--- src/rtl/video_pkg.sv ---
// Shared types and helpers for the parametrised video timing generator.
// Axis timing is described as active/front-porch/sync/back-porch spans in order.
package video_pkg;

    typedef enum logic [1:0] {
        IDLE,
        RUN,
        DRAIN
    } state_t;

    typedef struct packed {
        int unsigned active;
        int unsigned fp;
        int unsigned sync;
        int unsigned bp;
    } timing_t;

    function automatic int unsigned total(input timing_t t);
        return t.active + t.fp + t.sync + t.bp;
    endfunction

    // True when c lies in the half-open span [lo, lo+len).
    function automatic logic in_region(input int unsigned c,
                                       input int unsigned lo,
                                       input int unsigned len);
        return (c >= lo) && (c < lo + len);
    endfunction

endpackage

--- src/rtl/video_axis_counter.sv ---
// One timing axis: wrapping position counter with terminal count and
// active/sync region decode derived from the axis timing struct.
module video_axis_counter
    import video_pkg::*;
#(
    parameter timing_t     T = '{active: 4, fp: 1, sync: 1, bp: 1},
    parameter int unsigned W = 3
) (
    input  logic         clk,
    input  logic         rst,
    input  logic         i_en,
    input  logic         i_clr,
    output logic [W-1:0] o_cnt,
    output logic         o_tc,
    output logic         o_active,
    output logic         o_sync
);

    localparam int unsigned TOTAL = total(T);

    logic [W-1:0] r_cnt;

    always_ff @(posedge clk or posedge rst) begin
        if (rst) begin
            r_cnt <= '0;
        end else if (i_clr) begin
            r_cnt <= '0;
        end else if (i_en) begin
            r_cnt <= o_tc ? '0 : r_cnt + W'(1);
        end
    end

    assign o_cnt    = r_cnt;
    assign o_tc     = (r_cnt == W'(TOTAL - 1));
    assign o_active = in_region(32'(r_cnt), 0, T.active);
    assign o_sync   = in_region(32'(r_cnt), T.active + T.fp, T.sync);

endmodule

--- src/rtl/video_timing_gen.sv ---
// HDMI/DVI separate-sync video timing generator with a valid/ready pixel pull,
// registered outputs (one cycle behind the counters) and frame-boundary stop.
module video_timing_gen
    import video_pkg::*;
#(
    parameter int unsigned          DATA_W   = 36,
    parameter int unsigned          H_ACTIVE = 720,
    parameter int unsigned          H_FP     = 16,
    parameter int unsigned          H_SYNC   = 62,
    parameter int unsigned          H_BP     = 60,
    parameter int unsigned          V_ACTIVE = 480,
    parameter int unsigned          V_FP     = 9,
    parameter int unsigned          V_SYNC   = 6,
    parameter int unsigned          V_BP     = 30,
    parameter bit                   HS_POL   = 1'b0,
    parameter bit                   VS_POL   = 1'b0,
    parameter logic [DATA_W-1:0]    FILL     = '0
) (
    input  logic                                             clk,
    input  logic                                             rst,
    input  logic                                             en,
    input  logic [DATA_W-1:0]                                pix_data,
    input  logic                                             pix_valid,
    output logic                                             pix_ready,
    input  logic                                             underflow_clr,
    output logic [DATA_W-1:0]                                hdmi_data,
    output logic                                             hdmi_hsync,
    output logic                                             hdmi_vsync,
    output logic                                             hdmi_en,
    output logic                                             hdmi_clk,
    output logic [$clog2(H_ACTIVE+H_FP+H_SYNC+H_BP)-1:0]     x,
    output logic [$clog2(V_ACTIVE+V_FP+V_SYNC+V_BP)-1:0]     y,
    output logic                                             frame_start,
    output logic                                             underflow
);

    localparam timing_t     H_T = '{active: H_ACTIVE, fp: H_FP, sync: H_SYNC, bp: H_BP};
    localparam timing_t     V_T = '{active: V_ACTIVE, fp: V_FP, sync: V_SYNC, bp: V_BP};
    localparam int unsigned HW  = $clog2(total(H_T));
    localparam int unsigned VW  = $clog2(total(V_T));

    if (H_ACTIVE < 1 || H_FP < 1 || H_SYNC < 1 || H_BP < 1 ||
        V_ACTIVE < 1 || V_FP < 1 || V_SYNC < 1 || V_BP < 1) begin : g_bad_timing
        $error("video_timing_gen: every timing field must be >= 1");
    end

    state_t            r_state;
    state_t            w_next;
    logic              w_run;
    logic [HW-1:0]     w_h_cnt;
    logic [VW-1:0]     w_v_cnt;
    logic              w_h_tc, w_v_tc;
    logic              w_h_act, w_v_act;
    logic              w_h_sync, w_v_sync;

    logic [DATA_W-1:0] r_data;
    logic              r_de, r_hs, r_vs, r_fs, r_und;
    logic [HW-1:0]     r_x;
    logic [VW-1:0]     r_y;

    assign w_run = (r_state != IDLE);

    video_axis_counter #(
        .T (H_T),
        .W (HW)
    ) u_h_axis (
        .clk      (clk),
        .rst      (rst),
        .i_en     (w_run),
        .i_clr    (!w_run),
        .o_cnt    (w_h_cnt),
        .o_tc     (w_h_tc),
        .o_active (w_h_act),
        .o_sync   (w_h_sync)
    );

    video_axis_counter #(
        .T (V_T),
        .W (VW)
    ) u_v_axis (
        .clk      (clk),
        .rst      (rst),
        .i_en     (w_run && w_h_tc),
        .i_clr    (!w_run),
        .o_cnt    (w_v_cnt),
        .o_tc     (w_v_tc),
        .o_active (w_v_act),
        .o_sync   (w_v_sync)
    );

    always_ff @(posedge clk or posedge rst) begin
        if (rst) begin
            r_state <= IDLE;
        end else begin
            r_state <= w_next;
        end
    end

    // DRAIN resumes on en before considering the frame-end exit.
    always_comb begin
        w_next = r_state;
        unique case (r_state)
            IDLE:    if (en) w_next = RUN;
            RUN:     if (!en) w_next = DRAIN;
            DRAIN: begin
                if (en) begin
                    w_next = RUN;
                end else if (w_h_tc && w_v_tc) begin
                    w_next = IDLE;
                end
            end
            default: w_next = IDLE;
        endcase
    end

    assign pix_ready = w_run && w_h_act && w_v_act;

    always_ff @(posedge clk or posedge rst) begin
        if (rst) begin
            r_de   <= 1'b0;
            r_data <= '0;
            r_hs   <= ~HS_POL;
            r_vs   <= ~VS_POL;
            r_x    <= '0;
            r_y    <= '0;
            r_fs   <= 1'b0;
            r_und  <= 1'b0;
        end else begin
            r_de   <= pix_ready;
            r_data <= pix_ready ? (pix_valid ? pix_data : FILL) : '0;
            r_hs   <= (w_run && w_h_sync) ? HS_POL : ~HS_POL;
            r_vs   <= (w_run && w_v_sync) ? VS_POL : ~VS_POL;
            r_x    <= w_h_cnt;
            r_y    <= w_v_cnt;
            r_fs   <= w_run && (w_h_cnt == '0) && (w_v_cnt == '0);
            // A new underflow wins over a simultaneous clear.
            if (pix_ready && !pix_valid) begin
                r_und <= 1'b1;
            end else if (underflow_clr) begin
                r_und <= 1'b0;
            end
        end
    end

    assign hdmi_data   = r_data;
    assign hdmi_en     = r_de;
    assign hdmi_hsync  = r_hs;
    assign hdmi_vsync  = r_vs;
    assign x           = r_x;
    assign y           = r_y;
    assign frame_start = r_fs;
    assign underflow   = r_und;
    assign hdmi_clk    = clk;

endmodule

--- config.mk ---
export PLATFORM = sky130hd
export DESIGN_NAME = video_timing_gen
export DESIGN_NICKNAME = d
export VERILOG_FILES = /design/src/rtl/video_pkg.sv /design/src/rtl/video_axis_counter.sv /design/src/rtl/video_timing_gen.sv
export SDC_FILE = /design/constraint.sdc
export NUM_CORES = 1
export LEC_CHECK = 0
export CORE_ASPECT_RATIO = 1.2
export CORE_UTILIZATION = 45
export CTS_BUF_LIST = sky130_fd_sc_hd__clkbuf_16
export CTS_CLUSTER_DIAMETER = 80
export DETAILED_ROUTE_END_ITERATION = 10
export PLACE_DENSITY = 0.76
export SYNTH_ARGS = -nofsm -noshare
export SYNTH_HDL_FRONTEND = slang
export SYNTH_SLANG_ARGS = --single-unit
--- constraint.sdc ---
create_clock -name clk -period 3.08 [get_ports clk]
set_input_delay 0.616 -clock clk [delete_from_list [all_inputs] [get_ports clk]]
set_output_delay 0.616 -clock clk [all_outputs]
set_load 0.02 [all_outputs]
==> results.md <==
* Status: finished, final reports clean
* Startpoint Class: clock port
* #FFs+latches synth at 83
* Post-Syn Area at 0.003120 sq mm
* CP Capture Type: output port
* Worst-Skew Late Latency at about 0.44 ns
* Leak at ~0.0021 uW
* Post-Synthesis Cells at 253
* Worst Hold Class: flop to flop
* P&R area growth vs syn at 47.47%
* Num ports at between 100 and 150
* Worst EP required at 2.46 ns
* Vias in the first global route at around 2200
* Grt total ovfl at 0
* Number of vias per cell at roughly 5.0
* DR iter-0 viols at between 80 and 90
* DRT antenna net count at 0
* First-pass iteration count of the detailed router at 4
* Routability cong. at 0.8299
* Antenna violations before repair at 0
* Slew Limit Fails at 0
* Peak supply drop at ~0.45 mV
* Vias at 2255
* Die Span Y at 93.22 microns
* Setup Viol. Count Final at 0
* Pin count of the biggest net entering global routing at 84
* Post-detail-place hpwl at approximately 4400 microns
* IO buf count at 103
* Commonest non-fill, non-tap cell in the layout: clkdlybuf4s50_1
* Synthesized area per cell at 12.33 sq um
* Async set-reset flop share out of synthesis at 100.0%
* Slew @ Worst Pin at 0.7021 ns
* Most used DFF post-synth: dfrtp_1
* Critical Path Fanout Max at 2
* Critical Setup Path Class: clock port to output port
* Final net count at 409
* Rows at 32
* Die W at 78.02 microns
* RSZ-0062 raised after global routing: false
* Postcts setup bufs at 0
* CTS tree: built
* Share of cells above drive strength 1 at 7.650%
* Slew margin rel. at 52.70%
* CORE AREA at 0.006566 sq mm
* Seq/Total Area, Yosys at 66.64%
* Yosys cell types at 42
* Fillers at 474
* # hold bufs at CTS at 0
* CTS clk-pin slew, worst paths at 0.05 ns
* Initial core utilization at 47.52%
* Final Hold Vio Count at 0
* PwrDens at around 640 mW/mm^2
* Syn_nets at 301
* Routed WL per cell at 14.28 microns
* Critical Path AT at 2.31 ns
* DRC viols at 0
* Post_cts resized at 0
* Antenna cells at 0
* Worst Clk Skew at 0.004051 ns
* Ys Warns at 0
* GRT Total Usage at 19.93%
* First-pass GRT wire length at approximately 11000 microns
* Most frequent cells in the layout: clkdlybuf4s50_1, dfrtp_1, and2_1, nor2_1, inv_1
* Design Area, Final at 0.004602 sq mm
* WHS at around 0.44 ns
* Max-cap viol count at 0
* Die ar. at 0.007273 sq mm
* Post-synth EDFFs at 0
* TNS Setup at 0 ns
* Area post-placement at 0.004244 sq mm
* Detailed-route wire length at 6441 microns
[critical path, stage by stage]
cell and delay, ns:
clkbuf_16 0.12, clkbuf_16 0.12, clkdlybuf4s50_1 0.52
[kinds of logic after synthesis]
kind of cell | synth area share [%]
AO/OA/AOI/OAI | 6.255
flip-flops | 66.64
multiplexers | 0.3608
buffers and inverters | 2.686
AND/OR/NAND/NOR | 19.01
adder cells (fa/ha/maj) | 2.807
XOR/XNOR | 2.245
[Yosys cell counts, types with 4 or more instances]
master | instances | share of area, %
nand2_1 | 10 | 1.2
clkbuf_1 | 10 | 1.2
xor2_1 | 6 | 1.7
a21oi_1 | 7 | 1.1
o31ai_1 | 4 | 0.96
o21ai_0 | 8 | 1.3
nand4_1 | 11 | 2.2
nand3_1 | 6 | 0.96
nor2_1 | 16 | 1.9
dfrtp_1 | 81 | 65
and2_1 | 38 | 7.6
inv_1 | 9 | 1.1
ha_1 | 7 | 2.8
[per-layer routing]
metal / routed length [microns] / vias to the layer above / part of all wire [%] / track usage (%)
met5: 0 / - / 0 / 0
met4: 140 / 0 / 2.2 / 12.96
met3: 375 / 11 / 5.8 / 4.780
met2: 3296 / 90 / 51 / 32.15
met1: 2628 / 1083 / 41 / 23.89
li1: - / 1071 / - / -
[area by class of cell]
type | count | area, sq um | area share [%]
inverter | 9 | 35.03 | 0.7613
timing repair buffer | 105 | 1056 | 22.95
clock buffer | 13 | 310.3 | 6.743
tap | 85 | 106.4 | 2.311
multi-input combinational | 149 | 957.2 | 20.80
sequential | 83 | 2079 | 45.19
clock inverter | 7 | 57.56 | 1.251
[flip-flops by register name, summed over array words and instances, names as in the netlist]
signal,count
frame_start,1
hdmi_data,36
hdmi_en,1
hdmi_hsync,1
hdmi_vsync,1
r_state,2
u_h_axis.o_cnt,10
u_v_axis.o_cnt,10
underflow,1
x,10
y,10
[report_power, final]
| group | switching [uW] | internal [uW] |
|---|---|---|
| Sequential | 70.2 | 1180 |
| Combinational | 245 | 235 |
| Clock | 419 | 801 |
[per-stage QoR]
| stage | power [uW] | setup WS, ns | instances | utilization, % |
|---|---|---|---|---|
| after floorplan | 1546 | 0.3305 | 253 | - |
| after global placement | 1791 | 0.4155 | 432 | 64.63 |
| after global routing | 3102 | 0.05636 | 451 | 70.08 |
| final | 2954 | 0.1557 | 451 | 70.08 |
| after detailed placement | 1799 | 0.4155 | 432 | 64.63 |
| after CTS | 2998 | 0.1497 | 451 | 70.08 |
[worst paths after layout]
check                                  start  cells after the start  slack [ns]                end
max in group asynchronous                rst                      3        2.12         hdmi_hsync
setup / recovery                         clk                      3        0.16           hdmi_clk
setup reg to reg           u_h_axis.o_cnt[5]                      4        0.77  u_v_axis.o_cnt[7]
hold reg to reg            u_v_axis.o_cnt[8]                      0        0.44               y[8]
min in group asynchronous                rst                      3        0.60               y[4]
hold / removal             u_v_axis.o_cnt[8]                      0        0.44               y[8]
No activity file was read; power rests on OpenSTA's default activity.
